### src/rtl/cam_pkg.sv
// Shared types and constants for the camera power-up / configuration sequencer.
package cam_pkg;

  localparam int unsigned RETRY_W = 4;

  typedef enum logic [2:0] {
    CamOff    = 3'd0,
    CamPwrup  = 3'd1,
    CamTrig   = 3'd2,
    CamWait   = 3'd3,
    CamSettle = 3'd4,
    CamReady  = 3'd5,
    CamPwrdn  = 3'd6,
    CamFail   = 3'd7
  } cam_seq_state_e;

  function automatic int unsigned cam_max(input int unsigned a, input int unsigned b);
    return (a > b) ? a : b;
  endfunction

endpackage

### src/rtl/cam_dly_cnt.sv
// Loadable down-counter shared by every delay state; expire_o is high for the single
// cycle the count sits at 1, so a state loaded with N lasts exactly N cycles.
module cam_dly_cnt #(
  parameter int unsigned Width = 8
) (
  input  logic             clk_i,
  input  logic             rst_i,
  input  logic             load_i,
  input  logic [Width-1:0] load_val_i,
  output logic [Width-1:0] cnt_o,
  output logic             expire_o
);

  logic [Width-1:0] cnt_d, cnt_q;

  always_comb begin
    cnt_d = cnt_q;
    if (load_i) begin
      cnt_d = load_val_i;
    end else if (cnt_q != '0) begin
      cnt_d = cnt_q - 1'b1;
    end
  end

  always_ff @(posedge clk_i) begin
    if (rst_i) begin
      cnt_q <= '0;
    end else begin
      cnt_q <= cnt_d;
    end
  end

  assign cnt_o    = cnt_q;
  assign expire_o = (cnt_q == Width'(1));

endmodule

### src/rtl/cam_init_seq.sv
// Camera sensor power-up and I2C configuration sequencer. Define CAM_INIT_SEQ_TIMEOUT_EN
// to enable the writer-done timeout with power-cycle retries and the sticky FAIL state.
module cam_init_seq
  import cam_pkg::*;
#(
  parameter int unsigned PWRUP_CYCLES   = 2_000_000,
  parameter int unsigned SETTLE_CYCLES  = 1_000_000,
  parameter int unsigned TIMEOUT_CYCLES = 50_000_000,
  parameter int unsigned MAX_RETRIES    = 3,
  parameter int unsigned PWRDN_CYCLES   = 1_000_000
) (
  input  logic               clk_i,
  input  logic               rst_i,
  input  logic               start_i,
  input  logic               stop_i,
  output logic               cam_en_o,
  output logic               i2c_rst_o,
  output logic               i2c_trig_o,
  input  logic               i2c_done_i,
  output logic               ready_o,
  output logic               error_o,
  output logic [RETRY_W-1:0] retry_cnt_o
);

  localparam int unsigned MaxDly = cam_max(cam_max(PWRUP_CYCLES, SETTLE_CYCLES),
                                           cam_max(TIMEOUT_CYCLES, PWRDN_CYCLES));
  localparam int unsigned CntW   = $clog2(MaxDly) + 1;

  cam_seq_state_e     state_d, state_q;
  logic [RETRY_W-1:0] retry_d, retry_q;
  logic               err_d, err_q;
  logic               cam_en_d, cam_en_q;
  logic               i2c_rst_d, i2c_rst_q;
  logic               i2c_trig_d, i2c_trig_q;
  logic               ready_d, ready_q;

  logic               cnt_load;
  logic [CntW-1:0]    cnt_load_val;
  logic [CntW-1:0]    cnt;
  logic               cnt_exp;

  cam_dly_cnt #(
    .Width (CntW)
  ) u_dly_cnt (
    .clk_i      (clk_i),
    .rst_i      (rst_i),
    .load_i     (cnt_load),
    .load_val_i (cnt_load_val),
    .cnt_o      (cnt),
    .expire_o   (cnt_exp)
  );

  always_comb begin
    state_d = state_q;
    retry_d = retry_q;
    err_d   = err_q;
    if (stop_i) begin
      // stop also blocks a start while already in OFF
      state_d = CamOff;
    end else begin
      case (state_q)
        CamOff: begin
          if (start_i) begin
            state_d = CamPwrup;
            retry_d = '0;
            err_d   = 1'b0;
          end
        end
        CamPwrup:  if (cnt_exp) state_d = CamTrig;
        CamTrig:   state_d = CamWait;
        CamWait: begin
          if (i2c_done_i) begin
            state_d = CamSettle;
`ifdef CAM_INIT_SEQ_TIMEOUT_EN
          end else if (cnt_exp) begin
            if (retry_q < RETRY_W'(MAX_RETRIES)) begin
              state_d = CamPwrdn;
              retry_d = retry_q + 1'b1;
            end else begin
              state_d = CamFail;
              err_d   = 1'b1;
            end
`endif
          end
        end
        CamSettle: if (cnt_exp) state_d = CamReady;
        CamReady:  state_d = CamReady;
        CamPwrdn:  if (cnt_exp) state_d = CamPwrup;
        CamFail:   state_d = CamFail;
        default:   state_d = CamOff;
      endcase
    end
  end

  // Every state entry reloads the counter with that state's dwell time.
  always_comb begin
    cnt_load     = (state_d != state_q);
    cnt_load_val = '0;
    case (state_d)
      CamPwrup:  cnt_load_val = CntW'(PWRUP_CYCLES);
`ifdef CAM_INIT_SEQ_TIMEOUT_EN
      CamWait:   cnt_load_val = CntW'(TIMEOUT_CYCLES);
      CamPwrdn:  cnt_load_val = CntW'(PWRDN_CYCLES);
`endif
      CamSettle: cnt_load_val = CntW'(SETTLE_CYCLES);
      default:   cnt_load_val = '0;
    endcase
  end

  // Outputs decoded from the next state and registered so they track state_q exactly.
  always_comb begin
    cam_en_d   = 1'b0;
    i2c_rst_d  = 1'b1;
    i2c_trig_d = 1'b0;
    ready_d    = 1'b0;
    case (state_d)
      CamPwrup: cam_en_d = 1'b1;
      CamTrig: begin
        cam_en_d   = 1'b1;
        i2c_rst_d  = 1'b0;
        i2c_trig_d = 1'b1;
      end
      CamWait, CamSettle: begin
        cam_en_d  = 1'b1;
        i2c_rst_d = 1'b0;
      end
      CamReady: begin
        cam_en_d = 1'b1;
        ready_d  = 1'b1;
      end
      default: begin
        cam_en_d  = 1'b0;
        i2c_rst_d = 1'b1;
      end
    endcase
  end

  always_ff @(posedge clk_i) begin
    if (rst_i) begin
      state_q    <= CamOff;
      retry_q    <= '0;
      err_q      <= 1'b0;
      cam_en_q   <= 1'b0;
      i2c_rst_q  <= 1'b1;
      i2c_trig_q <= 1'b0;
      ready_q    <= 1'b0;
    end else begin
      state_q    <= state_d;
      retry_q    <= retry_d;
      err_q      <= err_d;
      cam_en_q   <= cam_en_d;
      i2c_rst_q  <= i2c_rst_d;
      i2c_trig_q <= i2c_trig_d;
      ready_q    <= ready_d;
    end
  end

  assign cam_en_o    = cam_en_q;
  assign i2c_rst_o   = i2c_rst_q;
  assign i2c_trig_o  = i2c_trig_q;
  assign ready_o     = ready_q;
  assign error_o     = err_q;
  assign retry_cnt_o = retry_q;

endmodule

### config.mk
export PLATFORM = sky130hd
export DESIGN_NAME = cam_init_seq
export DESIGN_NICKNAME = d
export VERILOG_FILES = /design/src/rtl/cam_pkg.sv /design/src/rtl/cam_dly_cnt.sv /design/src/rtl/cam_init_seq.sv
export SDC_FILE = /design/constraint.sdc
export NUM_CORES = 1
export LEC_CHECK = 0
export CORE_UTILIZATION = 52
export CTS_CLUSTER_SIZE = 40
export DETAILED_ROUTE_END_ITERATION = 12
export GPL_TIMING_DRIVEN = 1
export PLACE_DENSITY = 0.77
export SLEW_MARGIN = 20
export SYNTH_ARGS = -nofsm -noshare
export SYNTH_HDL_FRONTEND = slang
export SYNTH_SLANG_ARGS = --single-unit
### constraint.sdc
create_clock -name clk_i -period 2 [get_ports clk_i]
set_input_delay 0.6 -clock clk_i [delete_from_list [all_inputs] [get_ports clk_i]]
set_output_delay 0.6 -clock clk_i [all_outputs]
set_load 0.01 [all_outputs]
==> results of run 1 <==
flip-flops by register name, indices dropped and copies added, names as in the netlist:
name             cells
cam_en_o             1
state_q              3
ready_o              1
u_dly_cnt.cnt_o     27
i2c_rst_o            1
i2c_trig_o           1
layout make-up:
type                            instances  area [µm²]  area share, %
Multi-Input combinational cell        184        1460           50.0
Sequential cell                        34         684           23.4
Timing Repair Buffer                   70         592           20.2
Clock buffer                            6        82.6           2.82
Tap cell                               48        60.1           2.05
Inverter                                8        30.0           1.03
Clock inverter                          2        12.5          0.428
routing by layer:
metal  wire length [µm]  up-vias  global-route usage, %
met1               2540     1013                   35.4
met5                  0        -                      0
met2               2950       52                   50.7
met3                240       11                   5.54
met4                 99        0                   9.38
li1                   -      977                      -
synthesized netlist by cell type, types with 2 or more instances:
cell	n
sky130_fd_sc_hd__xnor2_1	11
sky130_fd_sc_hd__nor4_2	4
sky130_fd_sc_hd__and3_1	4
sky130_fd_sc_hd__nand2_1	12
sky130_fd_sc_hd__o211ai_1	2
sky130_fd_sc_hd__dfxtp_1	34
sky130_fd_sc_hd__or4_1	8
sky130_fd_sc_hd__o21ba_2	2
sky130_fd_sc_hd__a211oi_1	5
sky130_fd_sc_hd__or2_2	3
sky130_fd_sc_hd__clkbuf_1	3
sky130_fd_sc_hd__nor2b_1	2
sky130_fd_sc_hd__nand3_2	2
sky130_fd_sc_hd__buf_2	3
sky130_fd_sc_hd__buf_4	6
sky130_fd_sc_hd__nor2_1	31
sky130_fd_sc_hd__ha_1	3
sky130_fd_sc_hd__nor3_1	11
sky130_fd_sc_hd__o21ai_0	5
sky130_fd_sc_hd__a21boi_0	2
sky130_fd_sc_hd__nand3_1	8
sky130_fd_sc_hd__a21oi_1	14
sky130_fd_sc_hd__xor2_1	10
sky130_fd_sc_hd__a31oi_1	3
sky130_fd_sc_hd__nor4_1	9
sky130_fd_sc_hd__and2_1	2
sky130_fd_sc_hd__inv_1	7
cell families (layout without fill, tap and decap cells):
kind of cell             Yosys count  in the layout
flip-flops                        34             34
multiplexers                       1              1
AND/OR/NAND/NOR                  105            105
buffers and inverters             21             86
XOR/XNOR                          21             21
adder cells (fa/ha/maj)            3              3
AO/OA/AOI/OAI                     49             49
other                              1              5
repair_timing:
action                                  in CTS  in global routing
pin swaps                                   19                 10
endpoints found under the setup margin      33                 33
cloned                                       1                  0
hold buffers                                 0                  0
resized for setup                           39                 24
setup buffers                                5                  3
power by group:
group	total (mW)	internal (mW)	switching [mW]
registers	1.06	0.896	0.162
clock network	0.542	0.277	0.265
logic	3.60	1.68	1.92
stage by stage:
stage | std cells | setup TNS, ps | util [%]
6_report | 352 | -5210 | 79.9
5_1_grt | 352 | -8050 | 79.9
4_1_cts | 349 | -3310 | 76.8
3_5_place_dp | 335 | -12030 | 68.6
3_3_place_gp | 335 | -10790 | 68.6
2_1_floorplan | 239 | -1090 | -
worst max-delay path, cell delays in order, from the launching register on:
cell and delay, ps:
sky130_fd_sc_hd__dfxtp_2 320, sky130_fd_sc_hd__or4_4 590, sky130_fd_sc_hd__or4_4 560, sky130_fd_sc_hd__nor3_4 230
sky130_fd_sc_hd__or4_1 170, sky130_fd_sc_hd__xor2_1 180, sky130_fd_sc_hd__nor2_1 90
worst paths after layout:
path	from	endpoint	slack, ps	cells past startpoint
max	u_dly_cnt.cnt_o[18]	u_dly_cnt.cnt_o[11]	-250	6
min	u_dly_cnt.cnt_o[25]	u_dly_cnt.cnt_o[25]	530	2
max reg2reg	u_dly_cnt.cnt_o[18]	u_dly_cnt.cnt_o[11]	-250	6
min reg2reg	u_dly_cnt.cnt_o[25]	u_dly_cnt.cnt_o[25]	530	2
placed cells by master (no fill, tap or decap), drive strengths merged, types with 5 or more instances in the layout:
| cell | synthesis | layout |
|---|---|---|
| or4 | 9 | 9 |
| clkdlybuf4s50 | 0 | 6 |
| a21oi | 14 | 14 |
| o21ai | 5 | 5 |
| dfxtp | 34 | 34 |
| nand3 | 10 | 10 |
| xnor2 | 11 | 11 |
| clkbuf | 3 | 6 |
| xor2 | 10 | 10 |
| a211oi | 5 | 5 |
| conb | 1 | 5 |
| nor3 | 12 | 12 |
| inv | 8 | 8 |
| nor4 | 14 | 14 |
| buf | 10 | 62 |
| nor2 | 31 | 31 |
| nand2 | 12 | 12 |
==> flow_summary.html, run 1 <==
<table>
<tr><th>Metric</th><th>Value</th></tr>
<tr><th colspan="2">Yosys</th></tr>
<tr><td>Number of flops mapped to enable cells by yosys</td><td>0</td></tr>
<tr><td>Netlist cell types</td><td>56</td></tr>
<tr><td>Parity-gate share of the synthesized area counting xor and xnor cells</td><td>under 10%</td></tr>
<tr><td>Area share of the leading cell type in the synthesized netlist</td><td>around 34%</td></tr>
<tr><td>Gate count after technology mapping</td><td>235</td></tr>
<tr><td>Cell area after technology mapping</td><td>2000 µm²</td></tr>
<tr><td>Simple logic cell fraction of the synthesized area</td><td>a little over 30%</td></tr>
<tr><td>Mean cell area of the mapped netlist</td><td>8.50 µm²</td></tr>
<tr><td>Number of synthesized register bits</td><td>34</td></tr>
<tr><td>Cell type contributing the most total cell area after synthesis</td><td>sky130_fd_sc_hd__dfxtp_1</td></tr>
<tr><td>Main combinational cell family by area after synthesis</td><td>simple AND/OR/NAND/NOR gates</td></tr>
<tr><td>Top_reg_cell synth</td><td>sky130_fd_sc_hd__dfxtp_1</td></tr>
<tr><td>Share of synthesized area spent on multiplexers</td><td>less than 1%</td></tr>
<tr><td>Share of the yosys chip area belonging to registers</td><td>around a third</td></tr>
<tr><td>Compound-Gate Fraction of Synth Area</td><td>about 18%</td></tr>
<tr><td>Number of warnings reported in the yosys synthesis log</td><td>0</td></tr>
<tr><td>Main area contributors after synthesis</td><td>sky130_fd_sc_hd__dfxtp_1, sky130_fd_sc_hd__nor2_1, sky130_fd_sc_hd__xnor2_1</td></tr>
<tr><td>Post-synthesis share of cell area spent on full adders, half adders and majority gates</td><td>~1.9%</td></tr>
<tr><td>Async set or reset register ratio after synthesis</td><td>0%</td></tr>
<tr><th colspan="2">Timing</th></tr>
<tr><td>Slack of the critical path</td><td>-248 ps</td></tr>
<tr><td>Worst hold margin</td><td>between 500 and 600 ps</td></tr>
<tr><td>Worst max-slew margin expressed relative to the limit</td><td>approximately two thirds</td></tr>
<tr><td>Transition time of the tightest slew-check pin</td><td>508 ps</td></tr>
<tr><td>Maximum frequency from static timing analysis</td><td>around 440 MHz</td></tr>
<tr><td>Post-layout minimum cycle time</td><td>about 2200 ps</td></tr>
<tr><td>Pins over their slew limit</td><td>0</td></tr>
<tr><td>Share of the clock period used by the worst path</td><td>112%</td></tr>
<tr><td>Setup Viol. Count Final</td><td>32</td></tr>
<tr><td>Final Hold Violating Endpoints</td><td>0</td></tr>
<tr><td>Worst-case clock skew</td><td>between 6 and 7 ps</td></tr>
<tr><td>Unrepaired setup endpoints after global routing</td><td>yes</td></tr>
<tr><th colspan="2">Clocking</th></tr>
<tr><td>Clock Latency Late Sink</td><td>290 ps</td></tr>
<tr><td>Clock buffer depth</td><td>2</td></tr>
<tr><td>TritonCTS clock tree</td><td>yes</td></tr>
<tr><td>Cts bufs inserted</td><td>5</td></tr>
<tr><td>Clock input transition at the sequential cells of the worst setup and hold paths</td><td>approximately 70 ps</td></tr>
<tr><td>TritonCTS Sinks</td><td>34</td></tr>
<tr><td>Buffer cell driving the clock tree root</td><td>sky130_fd_sc_hd__clkbuf_8</td></tr>
<tr><td>CTS HTree Levels</td><td>2</td></tr>
<tr><th colspan="2">Layout</th></tr>
<tr><td>Area delta synth-&gt;final</td><td>46.4%</td></tr>
<tr><td>Ant diodes</td><td>0</td></tr>
<tr><td>Final cell area excluding filler cells</td><td>~3000 µm²</td></tr>
<tr><td>Total Nets Final</td><td>311</td></tr>
<tr><td>Ratio of cells with drive above 1 in the final layout</td><td>a little under half</td></tr>
<tr><td>Layout filler cell count</td><td>223</td></tr>
<tr><th colspan="2">Floorplanning</th></tr>
<tr><td>Area enclosed by the die boundary</td><td>approximately 4100 µm²</td></tr>
<tr><td>Die outline height</td><td>about 64 µm</td></tr>
<tr><td>Die W</td><td>between 60 and 70 µm</td></tr>
<tr><td>Core region area</td><td>between 3000 and 4000 µm²</td></tr>
<tr><td>Total I/O pin count</td><td>14</td></tr>
<tr><td>Number of cell rows</td><td>22</td></tr>
<tr><td>Starting density of the core</td><td>54.5%</td></tr>
<tr><th colspan="2">Placement</th></tr>
<tr><td>Placed inst area</td><td>about 2500 µm²</td></tr>
<tr><td>Count of buffers inserted at the top-level ports</td><td>8</td></tr>
<tr><td>Gp weighted congestion</td><td>0.893</td></tr>
<tr><td>Pre-CTS setup slack</td><td>-470 ps</td></tr>
<tr><td>DP Wirelength</td><td>about 3.7 mm</td></tr>
<tr><th colspan="2">Route</th></tr>
<tr><td>Detailed router's first-iteration violation count</td><td>slightly below 80</td></tr>
<tr><td>Iteration count of the initial detailed-routing pass</td><td>4</td></tr>
<tr><td>Total vias in the final route</td><td>~2100</td></tr>
<tr><td>Detail-routed via count per cell</td><td>5.83</td></tr>
<tr><td>Detail-routed net length per standard cell</td><td>around 17 µm</td></tr>
<tr><td>Residual antenna-violating net count after detailed routing</td><td>0</td></tr>
<tr><td>Overall routed net length</td><td>just under 6 mm</td></tr>
<tr><td>Post-route DRC</td><td>0</td></tr>
<tr><th colspan="2">Power and ir drop</th></tr>
<tr><td>Leakage power total</td><td>approximately 1.2 nW</td></tr>
<tr><td>Worst supply voltage drop on vdd</td><td>about 1.2 mV</td></tr>
<tr><td>P per Cell Area</td><td>about 1800 nW/µm²</td></tr>
<tr><td>Post-layout total power</td><td>~5.2 mW</td></tr>
<tr><th colspan="2">Status</th></tr>
<tr><td>Violated checks</td><td>negative setup slack</td></tr>
<tr><td>Run status</td><td>finished with violations</td></tr>
<tr><th colspan="2">Global route</th></tr>
<tr><td>Global routing usage summed across all routing layers</td><td>29.0%</td></tr>
<tr><td>First-pass GRT wire length</td><td>approximately 9.1 mm</td></tr>
<tr><td>Total congestion overflow</td><td>0</td></tr>
<tr><td>Antenna violations before repair</td><td>0</td></tr>
<tr><td>Largest net degree at the start of global routing</td><td>14</td></tr>
<tr><td>Via count of the first global-routing pass</td><td>between 2000 and 2500</td></tr>
<tr><th colspan="2">Critical path</th></tr>
<tr><td>Maximum fanout encountered on the critical timing path</td><td>5</td></tr>
<tr><td>Required time at the endpoint of the critical path</td><td>between 2000 and 2500 ps</td></tr>
<tr><td>Element type at the critical path end</td><td>flop</td></tr>
<tr><td>Startpoint type of the worst setup path</td><td>flop</td></tr>
<tr><td>Critical Path AT</td><td>~2400 ps</td></tr>
<tr><td>Worst setup path category</td><td>flop to flop</td></tr>
<tr><th colspan="2">Worst hold path</th></tr>
<tr><td>Type of the worst min-delay path</td><td>flop to flop</td></tr>
<tr><th colspan="2">Run</th></tr>
<tr><td>Maximum Capacitance Violations</td><td>0</td></tr>
</table>
(Power assumes the default switching activity.)
==> run 2: changes to the inputs <==
--- a/config.mk
+++ b/config.mk
@@ -5,7 +5,9 @@
 export SDC_FILE = /design/constraint.sdc
 export NUM_CORES = 1
 export LEC_CHECK = 0
+export CAP_MARGIN = 10
 export CORE_UTILIZATION = 52
+export CTS_CLUSTER_DIAMETER = 30
 export CTS_CLUSTER_SIZE = 40
 export DETAILED_ROUTE_END_ITERATION = 12
 export GPL_TIMING_DRIVEN = 1
==> results of run 2 <==
Final layout, timing and power as in run 1 (identical DEF).
==> run 3: changes to the inputs <==
--- a/config.mk
+++ b/config.mk
@@ -6,9 +6,10 @@
 export NUM_CORES = 1
 export LEC_CHECK = 0
 export CAP_MARGIN = 10
+export CORE_MARGIN = 4
 export CORE_UTILIZATION = 52
 export CTS_CLUSTER_DIAMETER = 30
-export CTS_CLUSTER_SIZE = 40
+export CTS_CLUSTER_SIZE = 8
 export DETAILED_ROUTE_END_ITERATION = 12
 export GPL_TIMING_DRIVEN = 1
 export PLACE_DENSITY = 0.77
==> flow_summary.html, run 3 (synthesized netlist as in run 1, its figures left out) <==
<table>
<tr><th>Metric</th><th>Value</th></tr>
<tr><th colspan="2">Critical path</th></tr>
<tr><td>Launch point of the critical path</td><td>u_dly_cnt.cnt_o[18]</td></tr>
<tr><td>Element type at the critical path end</td><td>flop</td></tr>
<tr><td>Startpoint type of the worst setup path</td><td>flop</td></tr>
<tr><td>Worst setup path category</td><td>flop to flop</td></tr>
<tr><td>Maximum fanout encountered on the critical timing path</td><td>5 (unchanged)</td></tr>
<tr><td>Origin of the critical flop-to-flop path</td><td>u_dly_cnt.cnt_o[18]</td></tr>
<tr><td>Reg2reg path depth</td><td>6 (unchanged)</td></tr>
<tr><td>Endpoint of the lowest-slack register-to-register path</td><td>u_dly_cnt.cnt_o[19]</td></tr>
<tr><td>Required time at the endpoint of the critical path</td><td>2240 ps (+60 ps)</td></tr>
<tr><td>Register-to-Register Setup Slack</td><td>-210 ps (+40 ps)</td></tr>
<tr><td>Critical Path AT</td><td>2450 ps (+30 ps)</td></tr>
<tr><td>Critical path endpoint</td><td>u_dly_cnt.cnt_o[19]</td></tr>
<tr><th colspan="2">Floorplanning</th></tr>
<tr><td>Die outline height</td><td>70.0 µm (+9.4%)</td></tr>
<tr><td>Total I/O pin count</td><td>14 (unchanged)</td></tr>
<tr><td>Starting density of the core</td><td>54.1% (-0.41 points)</td></tr>
<tr><td>Die W</td><td>70.0 µm (+9.4%)</td></tr>
<tr><td>Area enclosed by the die boundary</td><td>4900 µm² (+20%)</td></tr>
<tr><td>Number of cell rows</td><td>22 (unchanged)</td></tr>
<tr><td>Core region area</td><td>3690 µm² (+0.75%)</td></tr>
<tr><th colspan="2">Layout</th></tr>
<tr><td>Area delta synth-&gt;final</td><td>46.2%</td></tr>
<tr><td>Commonest non-fill, non-tap cells in the layout</td><td>sky130_fd_sc_hd__buf_4, sky130_fd_sc_hd__dfxtp_1, sky130_fd_sc_hd__nor2_1</td></tr>
<tr><td>Layout filler cell count</td><td>235 (+5.4%)</td></tr>
<tr><td>Ratio of cells with drive above 1 in the final layout</td><td>42.9% (-2.5 points)</td></tr>
<tr><td>Most frequent standard cell in the layout excluding fill and tap cells</td><td>sky130_fd_sc_hd__buf_4</td></tr>
<tr><td>Total Nets Final</td><td>310 (-0.32%)</td></tr>
<tr><td>Flip-flop count of the largest register, all copies and words added</td><td>27 (unchanged)</td></tr>
<tr><td>Ant diodes</td><td>0 (unchanged)</td></tr>
<tr><td>Post-route non-filler standard cell count</td><td>351 (-0.28%)</td></tr>
<tr><th colspan="2">Timing</th></tr>
<tr><td>Setup Viol. Count Final</td><td>31 (-3.1%)</td></tr>
<tr><td>Share of the clock period used by the worst path</td><td>111% (-1.8 points)</td></tr>
<tr><td>Worst max-slew margin expressed relative to the limit</td><td>67.6% (+1.8 points)</td></tr>
<tr><td>Worst hold margin</td><td>532 ps (-0.542 ps)</td></tr>
<tr><td>Unrepaired setup endpoints after global routing</td><td>yes</td></tr>
<tr><td>Slack of the critical path</td><td>-213 ps (+35.8 ps)</td></tr>
<tr><td>Transition time of the tightest slew-check pin</td><td>474 ps (-34.5 ps)</td></tr>
<tr><td>Maximum frequency from static timing analysis</td><td>452 MHz (+1.6%)</td></tr>
<tr><td>Pins over their slew limit</td><td>0 (unchanged)</td></tr>
<tr><td>Worst-case clock skew</td><td>5.00 ps (-1.23 ps)</td></tr>
<tr><td>Final Hold Violating Endpoints</td><td>0 (unchanged)</td></tr>
<tr><td>Post-layout minimum cycle time</td><td>2210 ps (-35.8 ps)</td></tr>
<tr><th colspan="2">Run</th></tr>
<tr><td>Maximum Capacitance Violations</td><td>0 (unchanged)</td></tr>
<tr><th colspan="2">Global route</th></tr>
<tr><td>Via count of the first global-routing pass</td><td>1903 (-4.9%)</td></tr>
<tr><td>Antenna violations before repair</td><td>0 (unchanged)</td></tr>
<tr><td>First-pass GRT wire length</td><td>8.57 mm (-5.6%)</td></tr>
<tr><td>Total congestion overflow</td><td>0 (unchanged)</td></tr>
<tr><td>Largest net degree at the start of global routing</td><td>14 (unchanged)</td></tr>
<tr><td>Global routing usage summed across all routing layers</td><td>21.5% (-7.5 points)</td></tr>
<tr><th colspan="2">Clocking</th></tr>
<tr><td>Hold-fix buffers at CTS</td><td>0 (unchanged)</td></tr>
<tr><td>Clock buffer depth</td><td>2 (unchanged)</td></tr>
<tr><td>TritonCTS Sinks</td><td>34 (unchanged)</td></tr>
<tr><td>CTS HTree Levels</td><td>2 (unchanged)</td></tr>
<tr><td>Cts bufs inserted</td><td>5 (unchanged)</td></tr>
<tr><td>Clock input transition at the sequential cells of the worst setup and hold paths</td><td>70 ps (about the same)</td></tr>
<tr><td>TritonCTS clock tree</td><td>yes</td></tr>
<tr><td>Clock Latency Late Sink</td><td>290 ps (about the same)</td></tr>
<tr><td>Buffer cell driving the clock tree root</td><td>sky130_fd_sc_hd__clkbuf_8</td></tr>
<tr><th colspan="2">Worst hold path</th></tr>
<tr><td>Type of the worst min-delay path</td><td>flop to flop</td></tr>
<tr><th colspan="2">Placement</th></tr>
<tr><td>Count of buffers inserted at the top-level ports</td><td>8 (unchanged)</td></tr>
<tr><td>Gp weighted congestion</td><td>0.877 (-1.8%)</td></tr>
<tr><td>Number of placed cells counting well taps</td><td>337 (+0.60%)</td></tr>
<tr><td>DP Wirelength</td><td>3.79 mm (+1.9%)</td></tr>
<tr><th colspan="2">Power and ir drop</th></tr>
<tr><td>Worst supply voltage drop on vdd</td><td>1.10 mV (-10%)</td></tr>
<tr><td>Leakage power total</td><td>1.21 nW (+1.5%)</td></tr>
<tr><td>Post-layout total power</td><td>5.07 mW (-2.5%)</td></tr>
<tr><td>P per Cell Area</td><td>1740 nW/µm² (-2.3%)</td></tr>
<tr><th colspan="2">Status</th></tr>
<tr><td>Run status</td><td>finished with violations</td></tr>
<tr><td>Violated checks</td><td>negative setup slack</td></tr>
<tr><th colspan="2">Route</th></tr>
<tr><td>Post-route DRC</td><td>0 (unchanged)</td></tr>
<tr><td>Total vias in the final route</td><td>2032 (-1.0%)</td></tr>
<tr><td>Overall routed net length</td><td>5.71 mm (-2.0%)</td></tr>
<tr><td>Residual antenna-violating net count after detailed routing</td><td>0 (unchanged)</td></tr>
<tr><td>Detailed router's first-iteration violation count</td><td>93 (+21%)</td></tr>
<tr><td>Detail-routed net length per standard cell</td><td>16.3 µm (-1.8%)</td></tr>
<tr><td>Iteration count of the initial detailed-routing pass</td><td>4 (unchanged)</td></tr>
<tr><td>Detail-routed via count per cell</td><td>5.79 (-0.74%)</td></tr>
</table>
[run 3: changes by cell type in the layout (fill, tap and decap cells not counted), sizes merged]
| cell | before | now |
|---|---|---|
| buf | 62 | 61 |
| dlymetal6s2s | 0 | 1 |
| dlygate4sd2 | 2 | 1 |
[run 3: worst min path at each step]
stage / startpoint / to / slack, ps / cells past startpoint
after floorplan: u_dly_cnt.cnt_o[5] / u_dly_cnt.cnt_o[5] / 470 / 2
after global placement: u_dly_cnt.cnt_o[25] / u_dly_cnt.cnt_o[25] / 510 / 2
after detailed placement: u_dly_cnt.cnt_o[25] / u_dly_cnt.cnt_o[25] / 520 / 2
after CTS: u_dly_cnt.cnt_o[25] / u_dly_cnt.cnt_o[25] / 530 / 2
after global routing: u_dly_cnt.cnt_o[25] / u_dly_cnt.cnt_o[25] / 580 / 2
final: u_dly_cnt.cnt_o[25] / u_dly_cnt.cnt_o[25] / 530 / 2
[run 3: final cells by class]
cell class	instances	area, µm²	area share [%]
clock inverter	2	12.5	0.428
tap	48	60.1	2.06
sequential	34	683	23.4
timing repair buffer	69	577	19.8
clock buffer	6	82.6	2.83
inverter	8	30.0	1.03
multi-input combinational	184	1480	50.5
[run 3: per-stage QoR]
| step | setup TNS, ps | cell area (µm²) | util, % | setup slack [ps] |
|---|---|---|---|---|
| 2_1_floorplan | -1090 | 2060 | - | -153 |
| 3_3_place_gp | -13060 | 2520 | 68.5 | -528 |
| 3_5_place_dp | -13950 | 2520 | 68.5 | -528 |
| 4_1_cts | -3130 | 2750 | 74.6 | -171 |
| 5_1_grt | -6020 | 2920 | 79.2 | -258 |
| 6_report | -3740 | 2920 | 79.2 | -213 |
[run 3: worst max-delay path, stage by stage, from the launching register on]
cell and delay, ps:
sky130_fd_sc_hd__dfxtp_2 330, sky130_fd_sc_hd__or4_4 580, sky130_fd_sc_hd__nor4_2 370, sky130_fd_sc_hd__a31oi_1 200, sky130_fd_sc_hd__o221ai_2 280, sky130_fd_sc_hd__a21boi_0 260, sky130_fd_sc_hd__o21ba_2 150
[run 3: per-layer routing]
layer  global-route usage, %  up-vias  routed length, µm
met5                       0        -                  0
met4                    6.81        0                 80
met3                    4.32        8                325
met2                    36.0       77               2860
met1                    27.6      969               2450
li1                        -      978                  -
[run 3: timing repair]
item,4_1_cts,5_1_grt
setup endpoints to repair,33,33
pin swaps,1,16
gates resized for setup,20,35
setup buffers,5,4
[run 3: power by group]
part           internal, mW  total [mW]  switching (mW)  leakage, nW
Sequential            0.894        1.08           0.183        0.279
Combinational          1.64        3.47            1.83        0.886
Clock                 0.276       0.529           0.253       0.0472
